===== config.mk =====
export PLATFORM = sky130hd
export DESIGN_NAME = obi_addr_demux
export DESIGN_NICKNAME = d
export VERILOG_FILES = /design/src/rtl/obi_addr_demux.sv
export SDC_FILE = /design/constraint.sdc
export NUM_CORES = 1
export LEC_CHECK = 0
export BUFFER_PORTS_ARGS = -buffer_cell sky130_fd_sc_hd__clkbuf_2
export CAP_MARGIN = 20
export CORE_AREA = 8 8 138 140
export CTS_BUF_LIST = sky130_fd_sc_hd__clkbuf_2 sky130_fd_sc_hd__clkbuf_4 sky130_fd_sc_hd__clkbuf_8
export CTS_CLUSTER_SIZE = 28
export DETAILED_ROUTE_END_ITERATION = 10
export DIE_AREA = 0 0 146 148
export PLACE_DENSITY = 0.57
export SLEW_MARGIN = 40
export SYNTH_ARGS = -nofsm -noshare
export SYNTH_HDL_FRONTEND = slang
export SYNTH_SLANG_ARGS = --single-unit

===== constraint.sdc =====
create_clock -name clk_i -period 5.8 [get_ports clk_i]
set_clock_uncertainty 0.2 [all_clocks]
set_input_delay 1.16 -clock clk_i [delete_from_list [all_inputs] [get_ports clk_i]]
set_output_delay 1.16 -clock clk_i [all_outputs]
set_load 0.05 [all_outputs]

===== src/rtl/obi_addr_demux.sv =====
// OBI request demultiplexer. It routes one initiator to NUM_TARGETS targets by address rule,
// keeps responses in order, and answers unmapped addresses with an internal error response.
module obi_addr_demux #(
  parameter int NUM_TARGETS     = 2,
  parameter int MAX_OUTSTANDING = 2
) (
  input  logic                     clk_i,
  input  logic                     rst_ni,
  input  logic [NUM_TARGETS*64-1:0] rules_i,
  input  logic                     m_req_i,
  output logic                     m_gnt_o,
  input  logic [31:0]              m_addr_i,
  input  logic                     m_we_i,
  input  logic [3:0]               m_be_i,
  input  logic [31:0]              m_wdata_i,
  output logic                     m_rvalid_o,
  output logic [31:0]              m_rdata_o,
  output logic                     m_err_o,
  output logic [NUM_TARGETS-1:0]   t_req_o,
  input  logic [NUM_TARGETS-1:0]   t_gnt_i,
  output logic [31:0]              t_addr_o,
  output logic                     t_we_o,
  output logic [3:0]               t_be_o,
  output logic [31:0]              t_wdata_o,
  input  logic [NUM_TARGETS-1:0]   t_rvalid_i,
  input  logic [NUM_TARGETS*32-1:0] t_rdata_i,
  output logic                     protocol_err_o
);

  localparam int ID_W  = $clog2(NUM_TARGETS + 1);
  localparam int CNT_W = $clog2(MAX_OUTSTANDING + 1);
  localparam logic [ID_W-1:0]  ERR_ID  = ID_W'(NUM_TARGETS);
  localparam logic [CNT_W-1:0] MAX_CNT = CNT_W'(MAX_OUTSTANDING);

  logic [CNT_W-1:0] cnt_q, cnt_d, cnt_eff;
  logic [ID_W-1:0]  act_id_q, act_id_d, sel_id;
  logic             err_pend_q, err_pend_d;
  logic             protocol_err_q, protocol_err_d;
  logic             sel_mapped, act_mapped, allow, accept, sel_gnt;

  // Scanning from the top down lets the lowest matching rule win.
  always_comb begin
    sel_id = ERR_ID;
    for (int i = NUM_TARGETS - 1; i >= 0; i--) begin
      if (m_addr_i >= rules_i[i*64+32 +: 32] && m_addr_i < rules_i[i*64 +: 32]) begin
        sel_id = ID_W'(i);
      end
    end
  end

  assign sel_mapped = (sel_id != ERR_ID);
  assign act_mapped = (act_id_q != ERR_ID);

  always_comb begin
    m_rvalid_o = 1'b0;
    m_rdata_o  = '0;
    m_err_o    = 1'b0;
    if (act_mapped) begin
      for (int i = 0; i < NUM_TARGETS; i++) begin
        if (act_id_q == ID_W'(i) && cnt_q != '0 && t_rvalid_i[i]) begin
          m_rvalid_o = 1'b1;
          m_rdata_o  = t_rdata_i[i*32 +: 32];
        end
      end
    end else if (err_pend_q) begin
      m_rvalid_o = 1'b1;
      m_err_o    = 1'b1;
    end
  end

  // A response in this cycle already frees its slot, so a target switch can be granted alongside it.
  always_comb begin
    cnt_eff = cnt_q - CNT_W'(m_rvalid_o);
    allow   = (cnt_eff < MAX_CNT) && (cnt_eff == '0 || sel_id == act_id_q);
    sel_gnt = 1'b0;
    t_req_o = '0;
    for (int i = 0; i < NUM_TARGETS; i++) begin
      if (sel_id == ID_W'(i)) begin
        sel_gnt    = t_gnt_i[i];
        t_req_o[i] = m_req_i && allow;
      end
    end
    m_gnt_o = sel_mapped ? (sel_gnt && allow) : (m_req_i && allow);
    accept  = m_req_i && m_gnt_o;
  end

  always_comb begin
    cnt_d = cnt_q;
    if (accept && !m_rvalid_o) begin
      cnt_d = cnt_q + CNT_W'(1);
    end else if (!accept && m_rvalid_o) begin
      cnt_d = cnt_q - CNT_W'(1);
    end
    act_id_d       = accept ? sel_id : act_id_q;
    err_pend_d     = accept && !sel_mapped;
    protocol_err_d = protocol_err_q;
    for (int i = 0; i < NUM_TARGETS; i++) begin
      if (t_rvalid_i[i] && (cnt_q == '0 || act_id_q != ID_W'(i))) begin
        protocol_err_d = 1'b1;
      end
    end
  end

  always_ff @(posedge clk_i or negedge rst_ni) begin
    if (!rst_ni) begin
      cnt_q          <= '0;
      act_id_q       <= '0;
      err_pend_q     <= 1'b0;
      protocol_err_q <= 1'b0;
    end else begin
      cnt_q          <= cnt_d;
      act_id_q       <= act_id_d;
      err_pend_q     <= err_pend_d;
      protocol_err_q <= protocol_err_d;
    end
  end

  assign protocol_err_o = protocol_err_q;
  assign t_addr_o       = m_addr_i;
  assign t_we_o         = m_we_i;
  assign t_be_o         = m_be_i;
  assign t_wdata_o      = m_wdata_i;

endmodule


==> impl_summary.md <==
Synth
In the synthesized netlist, the number of instances is 614. The cell area that synthesis handed to floorplanning was 4500 um^2. Counting every net in the synthesized netlist gives 1010. The count of different cell masters after synthesis is 55. The synthesis warning total is 0. The share of flip-flops with an asynchronous set or reset is 100%. The share of the Yosys chip area taken by registers is 3.33%.

Averaged over all synthesized cells, the footprint is 7.33 um^2. Among all flip-flop cells after synthesis, the most frequent one is dfrtp_1. The count of flip-flops with a built-in enable after synthesis is 0. Synthesis inferred 6 register bits.

Outcome
The flow ran to the end, and the final reports show no timing, DRC or antenna violations.

Clocking
The number of buffers inserted by hold repair at cts is 0. The number of buffers on the longest clock path is 2. TritonCTS created 3 clock buffers. The number of H-tree levels is 1. The root cell of the clock tree is clkbuf_8. The number of setup buffers added after CTS is 0.

In this run, post-CTS repair resized a total of 0 instances. The TritonCTS clock tree is done. The clock insertion delay at the later pin of the skew report is 0.22 ns.

The number of clock sinks is 6. Clock-pin slew was measured on the worst setup and hold paths at 0.03 ns.

Routing
For this block, the routed nets add up to 18300 um of wire. The post-detailed-route wirelength per cell is 17.1 um. The post-detailed-route count of antenna-violating nets is 0. The detailed router placed 4839 vias in this run. In the routed design, unresolved DRC markers number 0. The vias per cell is 4.52. In this run, the number of DRC markers left after iteration 0 of detailed routing was 123. The number of search-and-repair iterations in the first detailed-routing pass is 4.

Finish
The area overhead of the layout relative to synthesis is 29.1%. The fraction of final layout cells sized beyond drive strength 1 is 38.5%. The number of nets in the finished design is 1242.

STA
The worst slew slack as a fraction of its limit is 56.4%. The number of max-slew violations in the final report was 0. The number of failing hold endpoints at the final stage is 0.

Setup repair after global routing left no endpoint under its margin. Dividing the final minimum period by the clock period gives 90.1%. The count of endpoints failing setup in the final report is 0. After layout, the worst setup slack is 0.572 ns. The time the worst path needs with I/O delays and setup is 5.23 ns. The final total negative setup slack is 0 ns. The worst-margin pin slew is 0.648 ns. The highest attainable clock frequency is 0.191 GHz.

Placement
The minimum setup slack after placement is 0.465 ns. The number of I/O port buffers is 300. The routability-driven placement congestion ratio is 0.828. The detailed-placement wirelength estimate is 17100 um.

Worst setup path
The critical path launch point type is an input pin. The type of the setup path with the least slack is in2out. Data on the critical path is required at its endpoint by 4.44 ns. Along the worst path, the maximum fanout reaches 4. STA classifies the critical path endpoint as an output pin.

The worst path arrival time is 3.87 ns.

Global route
After global routing the overflow that remains totals 0. The maximum number of pins on one net before global-route repair is 33. The global-route usage over all layers is 16.1%. The initial antenna violation count is 2. The via count of the first global-routing pass is 5162. The global-route wire length before repair is 28100 um.

Floorplanning
The number of top-level pins is 375. The die extent in x is 146 um. The die covers 21600 um^2. In this run the vertical extent of the chip is 148 um. The initialized floorplan defines 48 standard-cell rows. After floorplanning, the core was sized to cover 16900 um^2. The effective utilization at floorplan is 26.6%.

Run
The max-capacitance violation count is 0.

Power and ir drop
VDD sags by at most 97.1 uV. The leakage power total is 0.00369 uW. In this run the power density over the cells is 151 nW/um^2.

Hold path
The tightest min-delay check is of the reg2reg type.
-- worst paths after layout --
kind,start,end,slack (ns),cells past startpoint
worst max-delay path,m_addr_i[0],m_gnt_o,0.57,13
worst min-delay path,protocol_err_o,protocol_err_o,0.28,1
worst max register to register,cnt_q[0],cnt_q[1],2.53,11
worst min register to register,protocol_err_o,protocol_err_o,0.28,1
max in group asynchronous,rst_ni,act_id_q[0],4.68,1
min in group asynchronous,rst_ni,act_id_q[1],0.56,1
-- cells by family (layout without fill, tap and decap cells) --
logic type / Yosys count / after routing / synth area share [%]
xor gates and xnor gates: 4 / 4 / 0.778
muxes: 1 / 1 / 0.306
buffers and inverters: 207 / 437 / 23.1
AOI/OAI and AO/OA: 150 / 150 / 22.9
other: 0 / 2 / 0
DFF: 6 / 6 / 3.33
and+or+nand+nor: 118 / 118 / 14.1
adders and majority gates: 128 / 128 / 35.6
-- stage by stage --
stage / total power [uW] / instance area [um^2] / instances / util, % / hold WS (ns)
floorplan: 683 / 4500 / 614 / - / 0.277
global placement: 819 / 5770 / 1066 / 34.0 / 0.265
detailed placement: 823 / 5770 / 1066 / 34.0 / 0.274
CTS: 890 / 5810 / 1069 / 34.3 / 0.281
global route: 962 / 5810 / 1071 / 34.3 / 0.320
finish: 878 / 5810 / 1071 / 34.3 / 0.278
-- cell usage after synthesis, drive strengths merged, types with 5 or more instances --
library cell / number / area (um^2)
a211oi: 5 / 42.5
a21o: 11 / 82.6
a21oi: 51 / 263
a22o: 32 / 280
and4: 9 / 78.8
buf: 70 / 526
clkbuf: 6 / 22.5
dfrtp: 6 / 150
ha: 128 / 1600
inv: 131 / 492
nand2: 39 / 146
nand3: 10 / 50.1
nand4: 10 / 62.6
nor2: 20 / 75.1
nor3: 5 / 25.0
o21ai: 25 / 125
-- worst max-delay path, cell delays in order --
cell       delay [ns]
clkbuf_2         0.11
inv_1            0.06
ha_1             0.26
nand2b_1         0.15
a2111oi_0        0.40
nor4_1           0.11
o31ai_1          0.30
o211ai_1         0.21
nand2_1          0.23
a31oi_4          0.11
and2_4           0.18
nor4b_2          0.23
clkbuf_2         0.33
-- layout by cell type (no fill, tap or decap), drive strengths merged, types with 5 or more instances in the layout --
master | netlist | final
inv | 131 | 131
nor3 | 5 | 5
a21oi | 51 | 51
clkbuf | 6 | 303
a22o | 32 | 32
dfrtp | 6 | 6
a21o | 11 | 11
nand4 | 10 | 10
and4 | 9 | 9
nand3 | 10 | 10
a211oi | 5 | 5
ha | 128 | 128
o21ai | 25 | 25
nor2 | 20 | 20
nand2 | 39 | 39
-- flip-flops by register name (all words and copies together), names as in the netlist --
register,count
act_id_q,2
cnt_q,2
err_pend_q,1
protocol_err_o,1
-- power by group --
part	internal, uW	switching, uW	total (uW)	leakage [uW]
clock network	44.5	17.1	61.6	0.0000216
logic	272	466	738	0.00360
registers	58.7	20.0	78.7	0.0000692
-- metal layers --
| layer | GRT usage, % | part of all wire [%] | up-vias |
|---|---|---|---|
| met5 | 0 | 0 | - |
| met3 | 4.19 | 7.9 | 32 |
| met1 | 18.3 | 41 | 2045 |
| met2 | 28.7 | 49 | 234 |
| met4 | 5.51 | 2.6 | 0 |
| li1 | - | - | 2528 |
-- area by class of cell --
class	count	area (um^2)
fillers	1873	11100
multi-input cells	401	3320
repair buffers	303	1520
inverters	131	492
well taps	225	282
flip-flops and latches	6	150
clock buffers	3	41.3
diodes	2	5.00
No activity file was read; power rests on OpenSTA's default activity.
